### src/rtl/reg_bus_pkg.sv
// Shared types and constants for the byte-framed register bus master.
package reg_bus_pkg;

  localparam int ADDR_W     = 31;
  localparam int DATA_W     = 32;
  localparam int OP_BIT     = 7;
  localparam int ADDR_BYTES = 3;
  localparam int DATA_BYTES = 4;

  typedef enum logic [2:0] {
    S_IDLE,
    S_ADDR,
    S_WDATA,
    S_WR,
    S_RD,
    S_RWAIT,
    S_RESP
  } state_t;

  // States in which a host byte may be taken.
  function automatic logic accepts_rx(state_t s);
    return (s == S_IDLE) || (s == S_ADDR) || (s == S_WDATA);
  endfunction

endpackage

### src/rtl/reg_bus_ser.sv
// Response serialiser: loads up to four bytes of a word and sends them MSB first
// over a valid/ready byte link.
module reg_bus_ser (
  input  logic        clk,
  input  logic        reset_n,
  input  logic        load,
  input  logic [31:0] word,
  input  logic [2:0]  count,
  output logic [7:0]  tx_data,
  output logic        tx_valid,
  input  logic        tx_ready,
  output logic        done
);

  logic [23:0] rest;
  logic [2:0]  left;

  assign done = tx_valid && tx_ready && (left == 3'd1);

  // NOTE: sequential state uses <= only, so every register sees pre-edge values.
  always_ff @(posedge clk) begin
    if (!reset_n) begin
      tx_data  <= 8'h00;
      tx_valid <= 1'b0;
      rest     <= 24'h0;
      left     <= 3'd0;
    end else if (load) begin
      tx_data  <= word[31:24];
      rest     <= word[23:0];
      left     <= count;
      tx_valid <= 1'b1;
    end else if (tx_valid && tx_ready) begin
      left <= left - 3'd1;
      if (left == 3'd1) begin
        tx_valid <= 1'b0;
        tx_data  <= 8'h00;
      end else begin
        tx_data <= rest[23:16];
        rest    <= {rest[15:0], 8'h00};
      end
    end
  end

endmodule

### src/rtl/reg_bus_master.sv
// Parses host command frames into single-cycle register bus reads/writes and
// returns an ack byte (write) or the 32-bit read value (read).
module reg_bus_master
  import reg_bus_pkg::*;
#(
  parameter logic [7:0] ACK_BYTE   = 8'hA5,
  parameter int         RD_LATENCY = 1
) (
  input  logic              clk,
  input  logic              reset_n,
  input  logic [7:0]        rx_data,
  input  logic              rx_valid,
  output logic              rx_ready,
  output logic [7:0]        tx_data,
  output logic              tx_valid,
  input  logic              tx_ready,
  output logic [ADDR_W-1:0] addr_bus,
  output logic [DATA_W-1:0] data_bus_wr,
  input  logic [DATA_W-1:0] data_bus_rd,
  output logic              wr_strobe,
  output logic              rd_strobe
);

  state_t            state;
  logic [1:0]        cnt;
  logic              is_wr;
  logic [ADDR_W-1:0] addr_sh;
  logic [23:0]       data_sh;
  logic [7:0]        lat_cnt;
  logic              rx_fire;
  logic              ser_load;
  logic [31:0]       ser_word;
  logic [2:0]        ser_count;
  logic              ser_done;

  assign rx_ready  = reset_n && accepts_rx(state);
  assign rx_fire   = rx_valid && rx_ready;
  assign ser_load  = (state == S_WR) || ((state == S_RWAIT) && (lat_cnt == 8'd0));
  assign ser_word  = (state == S_WR) ? {ACK_BYTE, 24'h0} : data_bus_rd;
  assign ser_count = (state == S_WR) ? 3'd1 : 3'(DATA_BYTES);

  always_ff @(posedge clk) begin
    if (!reset_n) begin
      state       <= S_IDLE;
      cnt         <= 2'd0;
      is_wr       <= 1'b0;
      addr_sh     <= '0;
      data_sh     <= '0;
      lat_cnt     <= 8'd0;
      addr_bus    <= '0;
      data_bus_wr <= '0;
      wr_strobe   <= 1'b0;
      rd_strobe   <= 1'b0;
    end else begin
      // NOTE: strobes default low every cycle, so a set can only last one clock.
      wr_strobe <= 1'b0;
      rd_strobe <= 1'b0;
      case (state)
        S_IDLE: if (rx_fire) begin
          is_wr   <= rx_data[OP_BIT];
          addr_sh <= {24'h0, rx_data[6:0]};
          cnt     <= 2'd0;
          state   <= S_ADDR;
        end
        S_ADDR: if (rx_fire) begin
          addr_sh <= {addr_sh[ADDR_W-9:0], rx_data};
          if (cnt == 2'(ADDR_BYTES - 1)) begin
            cnt <= 2'd0;
            if (is_wr) begin
              state <= S_WDATA;
            end else begin
              addr_bus  <= {addr_sh[ADDR_W-9:0], rx_data};
              rd_strobe <= 1'b1;
              state     <= S_RD;
            end
          end else begin
            cnt <= cnt + 2'd1;
          end
        end
        S_WDATA: if (rx_fire) begin
          data_sh <= {data_sh[15:0], rx_data};
          if (cnt == 2'(DATA_BYTES - 1)) begin
            cnt         <= 2'd0;
            addr_bus    <= addr_sh;
            data_bus_wr <= {data_sh, rx_data};
            wr_strobe   <= 1'b1;
            state       <= S_WR;
          end else begin
            cnt <= cnt + 2'd1;
          end
        end
        S_WR: state <= S_RESP;
        S_RD: begin
          lat_cnt <= 8'(RD_LATENCY - 1);
          state   <= S_RWAIT;
        end
        // The serialiser captures data_bus_rd on the edge that leaves RWAIT.
        S_RWAIT: begin
          if (lat_cnt == 8'd0) state <= S_RESP;
          else lat_cnt <= lat_cnt - 8'd1;
        end
        S_RESP: if (ser_done) state <= S_IDLE;
        default: state <= S_IDLE;
      endcase
    end
  end

  reg_bus_ser u_ser (
    .clk      (clk),
    .reset_n  (reset_n),
    .load     (ser_load),
    .word     (ser_word),
    .count    (ser_count),
    .tx_data  (tx_data),
    .tx_valid (tx_valid),
    .tx_ready (tx_ready),
    .done     (ser_done)
  );

endmodule

### config.mk
export PLATFORM = sky130hd
export DESIGN_NAME = reg_bus_master
export DESIGN_NICKNAME = d
export VERILOG_FILES = /design/src/rtl/reg_bus_pkg.sv /design/src/rtl/reg_bus_ser.sv /design/src/rtl/reg_bus_master.sv
export SDC_FILE = /design/constraint.sdc
export NUM_CORES = 1
export LEC_CHECK = 0
export CORE_AREA = 2 2 93 184
export DETAILED_ROUTE_END_ITERATION = 10
export DIE_AREA = 0 0 95 186
export PLACE_DENSITY = 0.7
export SLEW_MARGIN = 20
export SYNTH_ARGS = -nofsm -noshare
export SYNTH_HDL_FRONTEND = slang
export SYNTH_HIERARCHICAL = 1
export SYNTH_SLANG_ARGS = --single-unit
### constraint.sdc
create_clock -name clk -period 2.5 [get_ports clk]
set_input_delay 0.375 -clock clk [delete_from_list [all_inputs] [get_ports clk]]
set_output_delay 0.375 -clock clk [all_outputs]
set_load 0.005 [all_outputs]
==> impl_results.md <==
- Crit path DAT: 2560 ps
- Cells along the critical path: or4_4 > nor4_1 > nand2_1 > a21boi_1 > inv_4 > o21ai_0 > a31oi_1
- Root Buffer: clkbuf_16
- Switching Power: ~1.4 mW
- Netlist Area Pre-Place: about 7400 µm²
- Vias: 6090
- Number of buffers created by CTS: 17
- Die Area: 17700 µm²
- Share of flip-flops with an asynchronous set or reset: 0
- Yosys cell types: 53
- Relative slew margins: 0.512
- Placed Cells incl. Taps: around 1100
- VDD IR max: 0.453 mV
- Worst setup SP type: register
- Worst setup path class: reg -> reg
- Core area: between 15000 and 20000 µm²
- CP startpoint: lat_cnt[2]$_SDFFE_PN0P_
- Critical path's top delay family: simple AND/OR/NAND/NOR gates
- Post-synth EDFFs: 0
- Area delta synth->final: 24.9%
- Synth top area share: 0.457
- Routed len/inst: 15.1 µm
- Largest cells by area after synthesis: dfxtp_1 (46%), nand2_1 (11%), mux2i_1 (8.5%), a21boi_0 (7.0%), a21oi_1 (3.0%)
- Gate power share: 0.044
- Final Cell Area: 9300 µm²
- Total Neg Setup Slack: 0 ps
- Fin crit period: 2260 ps
- Die W: 95 µm
- Vias/cell: 5.21
- Clk Latency, worst-skew pair: 440 ps
- Hold WS: 338 ps
- Drc violations: 0
- Crit. End Element: register
- Crit-path max FO: 53
- H-tree depth: 4
- CP max-delay cell: or4_4
- GRT Overall Usage: 0.202
- Sequential Power Share: 0.490
- Synth Instances: around 860
- Final setup viols: 0
- Finished Layout Cells: between 1000 and 1500
- Starting density of the core: 0.458
- Routed WL: 17.6 mm
- Depth of the most critical reg-to-reg path: 7
- Detailed Place HPWL: between 10 and 15 mm
- CP bufs+invs: 1
- PwrDens: 600 nW/µm²
- Largest net degree at the start of global routing: approximately 130
- Die height: 186 µm
- Area leader, netlist: dfxtp_1
- Fin. Hold Viols: 0
- Fraction of layout cells with a size suffix above 1: 0.0683
- Filler cells: between 1000 and 1500
- First-pass GRT wire length: 28.2 mm
- Worst reg2reg startpoint: lat_cnt[2]$_SDFFE_PN0P_
- Status: finished clean
- Ys Warns: 6
- Final nets: approximately 1000
- Max Cap Violations: 0
- RSZ-0062 raised after global routing: false
- Diode count: 0
- Pre-antenna DRT Iters: 4
- Worst-path clk slew: about 70 ps
- Leak: roughly 3.0 nW
- Port Buffer Count: 118
- Flops & latches, synth: between 150 and 200
- Data required, critical path: 2800 ps
- Antenna Nets Post-Route: 0
- Pint: approximately 4.2 mW
- Worst Skew: approximately 11 ps
- Clock power frac: 0.466
- GR Overflow Total: 0
- WP depth: 7
- FMAX: 442 MHz
- Reg2reg setup slack: about 240 ps
- Ys flop type: dfxtp_1
- Initial antenna violation count: 0
- Seq/Total Area, Yosys: 0.457
- Synth top cells by count: nand2_1 (221), dfxtp_1 (170), a21boi_0 (69)
- Critical R2R Capture: u_ser/rest[15]$_SDFFE_PN0P_
- I/O pins: roughly 120
- Worst min path class: in -> reg
- Sw frac: 0.246
- Clock buffer depth: 2
- Worst slew pin tran: 725 ps
- Crit share post-route: 0.904
- Syn avg cell area: around 8.6 µm²
- Initial drt markers: 269
- Cell area after placement: 8710 µm²
- Critical path destination: u_ser/rest[15]$_SDFFE_PN0P_
- Placer Congestion: 0.832
- Setup Fix Bufs, Post-CTS: 0
- Vias in the first global route: between 5000 and 6000
- Row cnt: between 60 and 70
- CTS tree: done
- Top-count cell post-synth: nand2_1
- Worst path max stage delay: 620 ps
- Final slew viol count: 0
- Sinks on Clock Net: 170
- Net Count, Synth: 916
## cells by family (layout without fill, tap and decap cells)
logic type	count (synthesis)	in the layout	share of synthesized area
buf+inv	77	179	0.0556
mux	63	63	0.0846
compound gates	212	212	0.183
other cells	1	1	0.000503
simple gates	329	329	0.201
flops	170	170	0.457
fa+ha+maj	8	8	0.0134
xor+xnor	4	4	0.00470
## power groups by stage
stage               clock (mW)  sequential, mW  combinational (mW)
finish                    2.60            2.73               0.246
global route              2.74            2.74               0.269
CTS                       2.64            2.73               0.249
detailed placement           0            2.80               0.248
global placement             0            2.80               0.247
floorplan                    0            2.79               0.133
## worst min-delay path by stage
stage	from	endpoint	slack [ps]	depth (start not counted)
floorplan	data_sh[20]$_SDFFE_PN0P_	data_sh[20]$_SDFFE_PN0P_	440	2
global placement	addr_sh[24]$_SDFFE_PN0P_	addr_sh[24]$_SDFFE_PN0P_	440	2
detailed placement	data_bus_wr[7]$_SDFFE_PN0P_	data_bus_wr[7]$_SDFFE_PN0P_	450	2
CTS	reset_n	addr_bus[24]$_SDFFE_PN0P_	320	3
global route	reset_n	addr_sh[26]$_SDFFE_PN0P_	350	2
finish	reset_n	addr_bus[24]$_SDFFE_PN0P_	340	3
## flip-flops by register name, indices dropped and copies added (netlist names), 8 cells and up
name           count
lat_cnt            8
data_bus_wr       32
u_ser/tx_data      8
addr_bus          31
data_sh           24
u_ser/rest        24
addr_sh           31
## worst register-to-register path, delay by kind of cell, from the launching register on
kind                   cells  cell delay, ps
AOI/OAI and AO/OA          3             590
buffers and inverters      1             260
DFF                        1             360
and+or+nand+nor            3             920
## through the flow
| step | util | total power, mW | setup slack [ps] |
|---|---|---|---|
| after detailed placement | 0.536 | 3.05 | 158 |
| after global routing | 0.572 | 5.74 | 41.1 |
| after global placement | 0.536 | 3.04 | 263 |
| after CTS | 0.572 | 5.63 | 155 |
| after floorplan | - | 2.92 | 390 |
| final | 0.572 | 5.58 | 239 |
## per-layer routing
metal / global-route usage / part of all wire / vias to the layer above
met2: 0.368 / 0.54 / 96
met3: 0.0457 / 0.034 / 20
met5: 0 / 0 / -
li1: - / - / 3108
met4: 0.0707 / 0.018 / 0
met1: 0.226 / 0.41 / 2866
## repair_timing
item | CTS | global route
gates resized for setup | 0 | 2
setup endpoints to repair | 0 | 18
hold buffers | 0 | 0
## cells in the final DEF (no fill, tap or decap), types with 2 or more instances in the layout
master / n
nand2_1: 221
dfxtp_1: 170
clkdlybuf4s50_1: 117
a21boi_0: 68
mux2i_1: 63
a21oi_1: 44
o21ai_0: 33
nand3_1: 32
and2_1: 28
a31oi_1: 18
clkbuf_16: 17
buf_4: 16
a21boi_1: 13
o21ai_1: 13
o211ai_1: 11
nand2b_1: 9
nor2_1: 9
inv_1: 8
ha_1: 8
inv_8: 7
nor2b_1: 6
clkinv_4: 4
buf_12: 4
and3b_1: 3
or3_1: 3
xor2_1: 3
nor3_1: 2
or4b_1: 2
a22o_1: 2
a22oi_1: 2
inv_6: 2
## area by class of cell
| class | count | area [µm²] | area share |
|---|---|---|---|
| Inverter | 10 | 40.0 | 0.00430 |
| Timing Repair Buffer | 137 | 1370 | 0.147 |
| Clock inverter | 14 | 148 | 0.0159 |
| Multi-Input combinational cell | 617 | 3650 | 0.392 |
| Sequential cell | 170 | 3400 | 0.366 |
| Tap cell | 204 | 255 | 0.0274 |
| Clock buffer | 18 | 439 | 0.0472 |
Note: power is estimated with default switching activity, not from simulation.
